## config.mk

```make
export PLATFORM = sky130hd
export DESIGN_NAME = pipe_stage_buf
export DESIGN_NICKNAME = d
export VERILOG_FILES = /design/src/rtl/pipe_defs.sv /design/src/rtl/pipe_sat_counter.sv /design/src/rtl/pipe_stage_buf.sv
export SDC_FILE = /design/constraint.sdc
export NUM_CORES = 1
export LEC_CHECK = 0
export ABC_AREA = 1
export CAP_MARGIN = 15
export CORE_ASPECT_RATIO = 1.5
export CORE_MARGIN = 10
export CORE_UTILIZATION = 50
export DETAILED_ROUTE_END_ITERATION = 8
export PLACE_DENSITY = 0.78
export SYNTH_ARGS = -nofsm -noshare
export SYNTH_HDL_FRONTEND = slang
export SYNTH_SLANG_ARGS = --single-unit
```

## constraint.sdc

```tcl
create_clock -name clk -period 10.3 [get_ports clk]
set_input_delay 2.06 -clock clk [delete_from_list [all_inputs] [get_ports clk]]
set_output_delay 2.06 -clock clk [all_outputs]
set_load 0.01 [all_outputs]
```

## src/rtl/pipe_defs.sv

```systemverilog
`default_nettype none
// ============================================================================
// Module   : pipe_defs (package)
// Brief    : Shared definitions for the inter-stage pipeline registers:
//            stage-buffer state encodings and control-field bit positions.
// Revision : 1.0 - initial release
// ============================================================================
package pipe_defs;

  typedef logic [1:0] state_t;

  // Stage-buffer occupancy states
  localparam state_t ST_EMPTY = 2'd0;  // main entry invalid
  localparam state_t ST_ONE   = 2'd1;  // main valid, skid empty
  localparam state_t ST_FULL  = 2'd2;  // main and skid valid

  // Standard CTRL_W = 8 control-field layout shared by all stages
  localparam int CTRL_REGWRITE  = 0;
  localparam int CTRL_MEMREAD   = 1;
  localparam int CTRL_MEMWRITE  = 2;
  localparam int CTRL_BRANCH    = 3;
  localparam int CTRL_ALUOP_LSB = 4;
  localparam int CTRL_ALUOP_W   = 4;

endpackage : pipe_defs
`default_nettype wire

```

## src/rtl/pipe_sat_counter.sv

```systemverilog
`default_nettype none
// ============================================================================
// Module   : pipe_sat_counter
// Brief    : Saturating up-counter with synchronous clear (clear wins over
//            increment). Used for pipeline performance statistics.
// Revision : 1.0 - initial release
// ============================================================================
module pipe_sat_counter #(
  parameter int CNT_W = 16
) (
  input  logic             clk,
  input  logic             res,
  input  logic             inc,
  input  logic             clr,
  output logic [CNT_W-1:0] cnt
);

  localparam logic [CNT_W-1:0] ONE_C = {{(CNT_W-1){1'b0}}, 1'b1};

  logic [CNT_W-1:0] cnt_q;
  logic [CNT_W-1:0] cnt_d;

  // Next count: clear first, otherwise step unless already at all-ones
  always_comb begin
    cnt_d = cnt_q;
    if (clr) begin
      cnt_d = '0;
    end else if (inc && (cnt_q != '1)) begin
      cnt_d = cnt_q + ONE_C;
    end
  end

  // Count register with asynchronous reset
  always_ff @(posedge clk or posedge res) begin
    if (res) begin
      cnt_q <= '0;
    end else begin
      cnt_q <= cnt_d;
    end
  end

  assign cnt = cnt_q;

endmodule : pipe_sat_counter
`default_nettype wire

```

## src/rtl/pipe_stage_buf.sv

```systemverilog
`default_nettype none
// ============================================================================
// Module   : pipe_stage_buf
// Brief    : Pipeline-stage register with valid/ready handshake, optional
//            2-entry skid buffer, flush-to-bubble and saturating stall count.
//            Payload is never cleared by flush; the control field is zero
//            whenever the stage presents a bubble.
// Revision : 1.0 - initial release
// ============================================================================
module pipe_stage_buf
  import pipe_defs::*;
#(
  parameter int DATA_W = 32,
  parameter int CTRL_W = 8,
  parameter int SKID   = 1,
  parameter int CNT_W  = 16
) (
  input  logic              clk,
  input  logic              res,
  input  logic              in_valid,
  output logic              in_ready,
  input  logic [DATA_W-1:0] in_data,
  input  logic [CTRL_W-1:0] in_ctrl,
  input  logic              flush,
  output logic              out_valid,
  input  logic              out_ready,
  output logic [DATA_W-1:0] out_data,
  output logic [CTRL_W-1:0] out_ctrl,
  input  logic              clr_stats,
  output logic [CNT_W-1:0]  stall_cnt
);

  state_t            state_q, state_d;
  logic [DATA_W-1:0] main_data_q, main_data_d;
  logic [CTRL_W-1:0] main_ctrl_q, main_ctrl_d;
  logic [DATA_W-1:0] skid_data;
  logic [CTRL_W-1:0] skid_ctrl;
  logic              accept;
  logic              drain;

  assign out_valid = (state_q != ST_EMPTY);
  assign out_data  = main_data_q;
  assign out_ctrl  = main_ctrl_q;
  assign accept    = in_valid & in_ready;
  assign drain     = out_valid & out_ready;

  // Occupancy and main-entry next-state; flush overrides every transfer
  always_comb begin
    state_d     = state_q;
    main_data_d = main_data_q;
    main_ctrl_d = main_ctrl_q;
    if (flush) begin
      state_d     = ST_EMPTY;
      main_ctrl_d = '0;
    end else begin
      case (state_q)
        ST_EMPTY: begin
          if (accept) begin
            state_d     = ST_ONE;
            main_data_d = in_data;
            main_ctrl_d = in_ctrl;
          end
        end
        ST_ONE: begin
          if (accept && drain) begin
            main_data_d = in_data;
            main_ctrl_d = in_ctrl;
          end else if (accept && (SKID != 0)) begin
            state_d = ST_FULL;
          end else if (drain) begin
            // Going empty: present a bubble, payload left as-is
            state_d     = ST_EMPTY;
            main_ctrl_d = '0;
          end
        end
        ST_FULL: begin
          if (drain) begin
            state_d     = ST_ONE;
            main_data_d = skid_data;
            main_ctrl_d = skid_ctrl;
          end
        end
        default: begin
          state_d     = ST_EMPTY;
          main_ctrl_d = '0;
        end
      endcase
    end
  end

  // Main entry and occupancy registers
  always_ff @(posedge clk or posedge res) begin
    if (res) begin
      state_q     <= ST_EMPTY;
      main_data_q <= '0;
      main_ctrl_q <= '0;
    end else begin
      state_q     <= state_d;
      main_data_q <= main_data_d;
      main_ctrl_q <= main_ctrl_d;
    end
  end

  generate
    if (SKID != 0) begin : g_skid
      logic [DATA_W-1:0] skid_data_q, skid_data_d;
      logic [CTRL_W-1:0] skid_ctrl_q, skid_ctrl_d;

      // Skid captures the in-flight entry when the output stalls in ONE
      always_comb begin
        skid_data_d = skid_data_q;
        skid_ctrl_d = skid_ctrl_q;
        if (flush) begin
          skid_ctrl_d = '0;
        end else if ((state_q == ST_ONE) && accept && !drain) begin
          skid_data_d = in_data;
          skid_ctrl_d = in_ctrl;
        end
      end

      // Skid entry registers
      always_ff @(posedge clk or posedge res) begin
        if (res) begin
          skid_data_q <= '0;
          skid_ctrl_q <= '0;
        end else begin
          skid_data_q <= skid_data_d;
          skid_ctrl_q <= skid_ctrl_d;
        end
      end

      assign skid_data = skid_data_q;
      assign skid_ctrl = skid_ctrl_q;
      // Ready depends only on registered occupancy (plus reset gating)
      assign in_ready  = !res && (state_q != ST_FULL);
    end else begin : g_noskid
      assign skid_data = '0;
      assign skid_ctrl = '0;
      // Single register: accept when empty or when being drained this cycle
      assign in_ready  = !res && (!out_valid || out_ready);
    end
  endgenerate

  pipe_sat_counter #(
    .CNT_W (CNT_W)
  ) u_stall_cnt (
    .clk (clk),
    .res (res),
    .inc (out_valid & ~out_ready),
    .clr (clr_stats),
    .cnt (stall_cnt)
  );

endmodule : pipe_stage_buf
`default_nettype wire

```

# [After elaboration in Yosys (flattened, before gate mapping)]
# Index checks and enable logic that the tools add are counted.
[word_totals] reg_bits=98 input_bits=46 output_inout_bits=58 wordCells=63
[op_classes] n_addsub=1 eq_ne=13 n_mux=22 n_bitwise=5 reduce_logical=16
[ops] cell="2-to-1 mux 32 bit" count=3
[ops] cell="case mux 32 bit (3 select lines)" count=1
[ops] cell="2-to-1 mux 8 bit" count=8
[ops] cell="2-to-1 mux 16 bit" count=2
[ops] cell="case mux 8 bit (3 select lines)" count=1
[ops] cell="adder 16 x 1 -> 16 bit (second input constant)" count=1
[ops] cell="inequality test 16 bit (second input constant)" count=1
[ops] cell="2-to-1 mux 2 bit" count=6
[ops] cell="inequality test 4 bit (second input constant)" count=3
[ops] cell="inequality test 3 bit (second input constant)" count=3
[ops] cell="inequality test 2 bit (second input constant)" count=4
[ops] cell="AND reduction 4 bit" count=2
[ops] cell="case mux 2 bit (3 select lines)" count=1
[ops] cell="nonzero test 2 bit" count=3
[ops] cell="logical AND 1 bit" count=5
[ops] cell="AND reduction 5 bit" count=1
[ops] cell="bitwise AND 1 bit" count=3
[ops] cell="nonzero test 3 bit" count=1
[ops] cell="equality test 2 x 1 -> 1 bit (second input constant)" count=1
[ops] cell="equality test 2 bit (second input constant)" count=1
[ops] cell="logical NOT 1 bit" count=2
[ops] cell="logical NOT 2 bit" count=1
[ops] cell="inverter 1 bit" count=2
[ops] cell="AND reduction 2 bit" count=1

# [Longest topological paths before layout]
[logic_depth] depth_word=7 mapped_depth=10

# [Hierarchy]
# A second synthesis with hierarchy kept.
[hier_totals] hier_cells=641 hier_area_um2=5037.3
[modules_own_cells] module="pipe_stage_buf" instances=1 cells_per_inst=482 area_per_inst_um2=3953.8 seq_area_each_um2=2052.0
[modules_own_cells] module="pipe_sat_counter" instances=1 cells_per_inst=159 area_per_inst_um2=1083.5 seq_area_each_um2=400.4

# [Worst setup path before layout]
# OpenSTA, ideal clock, no wires.
[synth_path] kind="input to register" start="in res" end="reg main_data_q[0], in the netlist out_data[0]" setup_ns=0.123 arrival_time_ns=5.051 required_ns=10.177 path_slack_ns=5.125 stages=9 n_path_buf=1 path_cell_list="inv_1 > nand3_4 > nand2_2 > nand2_4 > nor2_4 > nand2_4 > buf_6 > nand2_1 > o21ai_2"
[synth_between] elab_chain_cells=6
[synth_rtl] item="start, declared" line="pipe_stage_buf.sv:19" source="input logic res,"
[synth_rtl] item="logical NOT 1 bit (no line) (*)"
[synth_rtl] item="logical AND 1 bit (*)" line="pipe_stage_buf.sv:135" source="assign in_ready = !res && (state_q != ST_FULL);"
[synth_rtl] item="bitwise AND 1 bit (*)" line="pipe_stage_buf.sv:44" source="assign accept = in_valid & in_ready;"
[synth_rtl] item="logical AND 1 bit" line="pipe_stage_buf.sv:65" source="if (accept && drain) begin"
[synth_rtl] item="inequality test 2 bit (no line)"
[synth_rtl] item="AND reduction 5 bit (no line) (*)"
[synth_rtl] item="end signal, assigned" line="pipe_stage_buf.sv:99" source="main_data_q <= main_data_d;"
[synth_rtl] item="end, declared" line="pipe_stage_buf.sv:34" source="logic [DATA_W-1:0] main_data_q, main_data_d;"
# Every way passes the cells marked *; elsewhere a longest branch is shown, timed or not.
# A chain may end at the register's enable or synchronous reset.

# [Worst setup path after layout]
[layout_path] start="in res" end="out in_ready"
[layout_between] elab_chain_cells=2
[layout_rtl] item="logical NOT 1 bit (no line)"
[layout_rtl] item="logical AND 1 bit" line="pipe_stage_buf.sv:135"
[layout_rtl] item="end, declared" line="pipe_stage_buf.sv:21" source="output logic in_ready,"
# No other way between the ends.

==> impl_metrics.py <==
metrics = {
    "clocking": {
        "post_cts_buffers": 0,
        "clock-sinks": 98,
        "clk_pin_slew_ns": 0.06,
        "cts_tree": "yes",
        "cts_buffers": 9,
        "clock_latency_ns": 0.34,
        "cts_resized": 0,
        "ctsHoldBuffers": 0,
        "clk_path_buf_depth": 2,
        "h-tree-depth": 3,
        "cts_root_buf": "clkbuf_16",
    },
    "final_layout": {
        "synthToLayoutAreaGrowth_pct": 27.7,
        "nets": 723,
        "layout-drive-gt1-share_pct": 10.9,
        "diodes": 0,
        "fillers": 804,
        "final_common_cell": "nand2_1",
        "final_util_pct": 64.8,
        "most-common-layout-cells": "nand2_1 (205), clkdlybuf4s50_1 (103), dfrtp_1 (98)",
    },
    "setup_path": {
        "timing.rr.end": "g_skid.skid_data_q[27]",
        "crit_path_max_fanout": 2,
        "reg2reg_from": "state_q[1]",
        "critPathCaptureType": "primary output",
        "r2r_slack_ns": 7.76,
        "cp-startpoint": "res",
        "crit_end": "in_ready",
        "crit_type": "primary input to primary output",
        "ff2ff_path_depth": 7,
        "worstPathRequired_ns": 8.24,
        "critical_path_arrival_ns": 3.19,
        "critPathLaunchType": "primary input",
    },
    "die": {
        "io_pins": 104,
        "die_h_um": 141,
        "die-area_um2": 14200,
        "core_area_um2": 9580,
        "die_w_um": 101,
        "initial_utilization_pct": 50.8,
        "placementRows": 44,
    },
    "route": {
        "viasPerCell": 5.23,
        "avgRoutedWirePerCell_um": 14.7,
        "routed_wl_mm": 11.7,
        "ant_nets": 0,
        "vias": 4154,
        "drc_errors": 0,
        "drtIter0Drc": 204,
        "drtPass1Iterations": 5,
    },
    "yosys": {
        "avgSynthCellArea_um2": 8.33,
        "async_reset_ff_share_pct": 100,
        "synth_edf_count": 0,
        "synth_warnings": 0,
        "yosysSeqAreaShare_pct": 50.4,
        "yosys-top-cells-area": "dfrtp_1 (50%), nand2_1 (16%), o21ai_2 (5.9%), o21ai_0 (4.4%), inv_1 (4.3%)",
        "yosysTopAreaCellShare_pct": 50.4,
        "ys_seq_elements": 98,
        "ys_types": 29,
        "synth_top_area_cell": "dfrtp_1",
        "synth_cells": 584,
        "synthesis.area_um2": 4860,
        "yosys_most_used_dff": "dfrtp_1",
        "synth_nets": 631,
    },
    "global_route": {
        "grt_pass1_wl_mm": 19.1,
        "grt_max_degree": 81,
        "gr-total-overflow": 0,
        "grt_usage_pct": 16.3,
        "grt_pass1_vias": 4072,
        "antenna_found_initial": 0,
    },
    "place": {
        "place_congestion": 0.845,
        "dp.final_hpwl_mm": 8.17,
        "port-buffer-count": 103,
    },
    "timing": {
        "fmax_mhz": 190,
        "tightest_slew_ns": 0.997,
        "fin_skew_ns": 0.00727,
        "fin_crit_sh_pct": 51.0,
        "slew_headroom_pct": 33.5,
        "min_period_ns": 5.25,
        "rsz0062_at_grt": "false",
        "maxSlewViolCount": 0,
        "hold_violations": 0,
        "setup_tns_ns": 0,
        "setup_viol": 0,
    },
    "run": {
        "drv_cap": 0,
    },
    "power_and_ir_drop": {
        "p_per_area_nw_per_um2": 170,
        "leakagePower_nw": 3.04,
        "ir_drop_mv": 0.116,
        "p_total_mw": 1.06,
    },
    "hold_path": {
        "hold_class": "flip-flop to flip-flop",
    },
    "status": {
        "status": "complete, no violations",
    },
}
==> Yosys cell counts (2+ instances only) <==
cell type    n
dfrtp_1     98
buf_2       11
nor2_4       4
inv_1       56
nand4_1     17
nand3_1     21
nand2_1    205
nand3b_1     2
or2_2        2
a21oi_1      3
nor2_2       2
o21ai_1     32
o21ai_2     33
inv_2        3
o21bai_1     2
xor2_1       4
clkbuf_1     5
buf_6        8
o21ai_0     43
nand2_4      5
nor2_1      20
==> where the power goes <==
part           internal, mW  switching, mW
Combinational         0.114          0.108
Clock                 0.212          0.147
Sequential            0.443         0.0324
==> critical path: stages <==
cell and delay, ns:
clkdlybuf4s50_1 0.46, nor2_1 0.12, clkdlybuf4s50_1 0.54
==> per-stage QoR <==
| stage | setup WS (ns) | area (µm²) | hold WS, ns | cells |
|---|---|---|---|---|
| after floorplan | 5.13 | 4860 | 0.448 | 584 |
| after global placement | 5.04 | 5890 | 0.461 | 780 |
| after detailed placement | 5.04 | 5890 | 0.464 | 780 |
| after CTS | 5.04 | 6210 | 0.482 | 795 |
| after global routing | 5.01 | 6210 | 0.498 | 795 |
| final | 5.05 | 6210 | 0.477 | 795 |
==> kinds of logic after synthesis <==
family | Yosys count | share of synthesized area [%]
simple gates | 284 | 26.3
fa+ha+maj | 1 | 0.257
flops | 98 | 50.4
buf+inv | 84 | 8.05
compound gates | 113 | 14.3
xor+xnor | 4 | 0.720
==> layout make-up <==
class                   instances  area (µm²)  share of cell area, %
clock buffers                   9         225                   3.63
clock inverters                 6        92.6                   1.49
inverters                      60         230                   3.71
multi-input cells             402        2020                   32.5
flip-flops and latches         98        2450                   39.5
well taps                     115         144                   2.32
repair buffers                105        1050                   16.8
==> worst min path at each step <==
stage,startpoint,end,slack (ns),depth (start not counted)
after floorplan,g_skid.skid_data_q[16],g_skid.skid_data_q[16],0.45,2
after global placement,g_skid.skid_data_q[28],g_skid.skid_data_q[28],0.46,2
after detailed placement,out_ctrl[2],out_ctrl[2],0.46,2
after CTS,out_ctrl[2],out_ctrl[2],0.48,2
after global routing,out_data[0],out_data[0],0.50,2
final,out_ctrl[2],out_ctrl[2],0.48,2
==> sequential cells by signal, summed over array words and instances (netlist names) <==
signal              count
g_skid.skid_data_q     32
g_skid.skid_ctrl_q      8
state_q                 2
out_ctrl                8
out_data               32
u_stall_cnt.cnt        16
==> routing by layer <==
metal | vias up | GRT usage (%) | routed length [µm]
met4 | 0 | 7.24 | 272
met1 | 1948 | 18.3 | 4480
met2 | 126 | 28.1 | 6180
met3 | 24 | 4.21 | 745
met5 | - | 0 | 0
li1 | 2056 | - | -
Power figures use the tool's default switching activity.
